### src/rtl/dmem_ctrl.sv
// Data-memory stage: one fixed-latency load/store per request against an internal 2^AW x DW array.
// Optional write protection of addresses >= PROT_BASE is enabled by defining DMEM_WPROT_EN.
module dmem_ctrl #(
    parameter int unsigned   DW        = 8,
    parameter int unsigned   AW        = 8,
    parameter int unsigned   LATENCY   = 2,
    parameter logic [AW-1:0] PROT_BASE = AW'(8'hF0)
) (
    input  logic          clk,
    input  logic          reset,
    input  logic [AW-1:0] addr,
    input  logic [DW-1:0] wdata,
    input  logic          req,
    input  logic          wr,
    output logic [DW-1:0] rdata,
    output logic          busy,
    output logic          done,
    output logic          err
);

`ifdef DMEM_WPROT_EN
    localparam bit WPROT_EN = 1'b1;
`else
    localparam bit WPROT_EN = 1'b0;
`endif

    typedef enum logic [1:0] {
        IDLE,
        WAIT,
        DONE
    } state_t;

    state_t        state;
    state_t        state_nxt;
    logic [3:0]    cnt;
    logic [AW-1:0] addr_q;
    logic [DW-1:0] wdata_q;
    logic          wr_q;
    logic          reject_q;
    logic          accept;
    logic          commit;
    logic          wr_reject;

    logic [DW-1:0] mem [0:(1<<AW)-1];

    assign accept    = req && (state == IDLE || state == DONE);
    assign commit    = (state == WAIT) && (cnt == 4'd0);
    assign wr_reject = WPROT_EN && (addr_q >= PROT_BASE);

    always_ff @(posedge clk) begin
        if (reset) begin
            state <= IDLE;
        end else begin
            state <= state_nxt;
        end
    end

    always_comb begin
        state_nxt = state;
        case (state)
            IDLE:    if (accept) state_nxt = WAIT;
            WAIT:    if (cnt == 4'd0) state_nxt = DONE;
            DONE:    state_nxt = accept ? WAIT : IDLE;
            default: state_nxt = IDLE;
        endcase
    end

    always_ff @(posedge clk) begin
        if (reset) begin
            cnt      <= '0;
            addr_q   <= '0;
            wdata_q  <= '0;
            wr_q     <= 1'b0;
            reject_q <= 1'b0;
            rdata    <= '0;
        end else begin
            if (accept) begin
                addr_q  <= addr;
                wdata_q <= wdata;
                wr_q    <= wr;
                cnt     <= 4'(LATENCY - 1);
            end else if (state == WAIT && cnt != 4'd0) begin
                cnt <= cnt - 4'd1;
            end
            if (commit) begin
                if (!wr_q) begin
                    rdata <= mem[addr_q];
                end
                reject_q <= wr_q && wr_reject;
            end
        end
    end

    // The array has no reset, so reset must gate the write explicitly to drop a pending store.
    always_ff @(posedge clk) begin
        if (!reset && commit && wr_q && !wr_reject) begin
            mem[addr_q] <= wdata_q;
        end
    end

    always_comb begin
        busy = (state == WAIT);
        done = (state == DONE);
        err  = (state == DONE) && reject_q;
    end

endmodule

### config.mk
export PLATFORM = sky130hd
export DESIGN_NAME = dmem_ctrl
export DESIGN_NICKNAME = d
export VERILOG_FILES = /design/src/rtl/dmem_ctrl.sv
export SDC_FILE = /design/constraint.sdc
export NUM_CORES = 2
export LEC_CHECK = 0
export BUFFER_PORTS_ARGS = -buffer_cell sky130_fd_sc_hd__clkbuf_2
export CAP_MARGIN = 30
export CORE_MARGIN = 3
export CORE_UTILIZATION = 44
export DETAILED_ROUTE_END_ITERATION = 6
export SKIP_LAST_GASP = 1
export SYNTH_ARGS = -nofsm -noshare
export SYNTH_HDL_FRONTEND = slang
export SYNTH_SLANG_ARGS = --single-unit
### constraint.sdc
create_clock -name clk -period 4 [get_ports clk]
set_clock_uncertainty 0.05 [all_clocks]
set_input_delay 1 -clock clk [delete_from_list [all_inputs] [get_ports clk]]
set_output_delay 1 -clock clk [all_outputs]
set_load 0.01 [all_outputs]
==> flow_summary.ini <==
[status]
status = finished clean

[logic_synthesis]
synth_cells = 3978
synth_ff_type = edfxtp_1
synth-edff-count = 2048
netlist_area_mm2 = 0.0809
async_flop_share_pct = 0
synth_nets = 3999
seq_area_frac_synth_pct = 76.8
ys_ff_latch = 2079
yosys.area.top_type = edfxtp_1
synth_top_area_share_pct = 76.0
ys_types = 74
synth.area.top_cells = edfxtp_1, mux4_2, mux2i_1
syn_area_per_cell_um2 = 20.3
yosys_warnings = 0

[floorplan]
start_util_pct = 44.5
pin_count = 31
die_x_um = 435
rows = 156
die_height_um = 435
coreArea_mm2 = 0.182
die_area_mm2 = 0.189

[power]
peakVddDrop_uv = 538
p_leak_nw = 31.0
p_per_area_mw_per_mm2 = 494
report.power.total_mw = 46.3

[cells_and_area]
fill_cells = 14349
layout.nets = 4472
regArea_mm2 = 0.0622
drive_gt1_share_pct = 27.0
fin_area_mm2 = 0.0937
post-route-util_pct = 51.6
area_delta_synth_final_pct = 15.8
multi_input_area_mm2 = 0.0172

[setup_path]
startpoint_type = flip-flop
crit_chain = buf_12, nand3b_1, buf_4, o22a_1, o221ai_1, nor3_1, o22ai_1, a21oi_1, o21a_1
reg2regPathDepth = 9
endpoint_kind = flip-flop
reg2reg_slack_ns = 0.14
critPathMaxFanout = 45
path_class = flip-flop to flip-flop
timing.rr.start = addr_q[0]$_SDFFE_PP0P_
crit_path_max_incr_delay_ns = 0.82
reg2reg_to = rdata[7]$_SDFFE_PP0P_
arrival_ns = 4.61
cp_slowest_cell = dfxtp_4
cp.required_ns = 4.75

[worst_hold_path]
hp-class = primary input to flip-flop
hp-start = wdata[4]
min_to = wdata_q[4]$_SDFFE_PP0P_
hold_depth = 3

[global_route]
antenna_found_initial = 5
grt_pass1_vias = 42231
overflow = 0
grt_pass1_wl_mm = 312
grt_usage_pct = 22.8
grt_max_degree = 121

[cts]
cts_buffers = 207
clockBufferDepth = 3
path_clk_slew_ns = 0.07
htree_levels = 4
cts_tree = yes
post_cts_resized = 0
cts_root_buf = clkbuf_16
postCtsSetupBuffers = 0
insertion_delay_ns = 0.85
cts_hold_buf = 0
cts.sinks = 2079

[routing]
ant_nets = 0
wire_per_inst_um = 30.6
routed-via-count = 41783
drtPass1Iterations = 6
wl_mm = 217
drc = 0
first_iter_violations = 4949
vias_per_cell = 5.90

[sta]
fin_crit_ns = 3.86
slew_violations = 0
max_slew_margin_pct = 31.1
tns_ns = 0
setup_viol = 0
period_share_pct = 96.6
hold_viol = 0
rsz0062_at_grt = no
maxClockFrequency_ghz = 0.259
tightestPinTransition_ns = 1.02

[placement]
post-dp-hpwl_mm = 138
routabilityCongestion = 0.869
dpl_cell_area_mm2 = 0.0867
port_buffers = 29

[run]
maxCapViolations = 0
layout make-up:
class | count | area share, %
multi-input cells | 1652 | 18.3
well taps | 2449 | 3.27
flip-flops and latches | 2079 | 66.3
repair buffers | 505 | 4.56
inverters | 6 | 0.0254
diodes | 3 | 0.00801
clock buffers | 250 | 5.78
clock inverters | 139 | 1.71
state kept, by name (all words and copies together), names as in the netlist:
register,flops
mem,2048
addr_q,8
wr_q,1
wdata_q,8
rdata,8
state,2
cnt,4
cell families after synthesis:
kind of cell             after synthesis  synth area share (%)
buffers and inverters                247                  2.03
adder cells (fa/ha/maj)                1                0.0155
AND/OR/NAND/NOR                      634                  3.45
XOR/XNOR                               2                0.0217
multiplexers                         646                  14.5
other                                  1               0.00463
AO/OA/AOI/OAI                        368                  3.18
flip-flops                          2079                  76.8
routing by layer:
layer  global-route usage [%]  vias to the layer above  wire (um)
met2                     35.6                     1919     102000
met3                     4.52                      362      17800
met4                     9.03                        0       9120
met1                     31.9                    22107      87800
li1                         -                    17395          -
met5                        0                        -          0
power breakdown:
group	switching [mW]	total (mW)	leakage (nW)	internal, mW
Sequential	0.170	24.2	20.3	24.0
Clock	8.39	19.7	3.41	11.4
Combinational	1.53	2.38	7.26	0.855
Total	10.1	46.3	31.0	36.2
worst max-delay path: cells and delay by family (launching register included):
kind / cells / cell delay [ns]
flip-flops: 1 / 0.82
buffers and inverters: 2 / 0.69
AND/OR/NAND/NOR: 2 / 1.01
AO/OA/AOI/OAI: 5 / 1.20
Yosys cell counts (all sizes together), types with 8 or more instances:
library cell / n
o21ai: 32
nor2b: 21
nor4: 12
a211oi: 8
a22oi: 27
a221oi: 30
a2111oi: 10
clkbuf: 64
nor3: 24
buf: 177
dfxtp: 31
o211ai: 9
o22ai: 102
nand2b: 13
a31oi: 11
mux4: 417
o22a: 10
or4: 9
a21oi: 55
mux2i: 223
a32oi: 18
edfxtp: 2048
nand3: 24
nand4: 9
o221ai: 21
nand2: 153
nor2: 325
a22o: 8
cell usage in the layout, fill, tap and decap left out, drive strengths merged, types with 25 or more instances in the layout:
cell type,Yosys,layout
clkinv,1,101
a21oi,55,55
edfxtp,2048,2048
bufinv,0,25
mux2i,223,223
mux4,417,417
clkbuf,64,279
o22ai,102,102
a221oi,30,30
buf,177,476
nand2,153,153
nor2,325,325
dfxtp,31,31
a22oi,27,27
o21ai,32,32
stage by stage:
step,cells,hold slack [ns],setup WS [ns]
global placement,6689,0.434,0.206
finish,7083,0.310,0.135
detailed placement,6689,0.453,0.246
global route,7081,0.291,0.0554
floorplan,3978,0.409,1.18
CTS,7078,0.246,0.222
how the worst max path moves through the flow:
stage                      startpoint               endpoint  slack, ns  cells after the start
2_1_floorplan                   reset  mem[104][0]$_DFFE_PP_       1.18                      6
4_1_cts        addr_q[0]$_SDFFE_PP0P_  rdata[7]$_SDFFE_PP0P_       0.22                      9
3_5_place_dp   addr_q[0]$_SDFFE_PP0P_  rdata[7]$_SDFFE_PP0P_       0.25                      9
3_3_place_gp   addr_q[0]$_SDFFE_PP0P_  rdata[7]$_SDFFE_PP0P_       0.21                      9
5_1_grt        addr_q[5]$_SDFFE_PP0P_  rdata[0]$_SDFFE_PP0P_       0.06                      7
6_report       addr_q[0]$_SDFFE_PP0P_  rdata[7]$_SDFFE_PP0P_       0.14                      9
No activity file was read; power rests on OpenSTA's default activity.
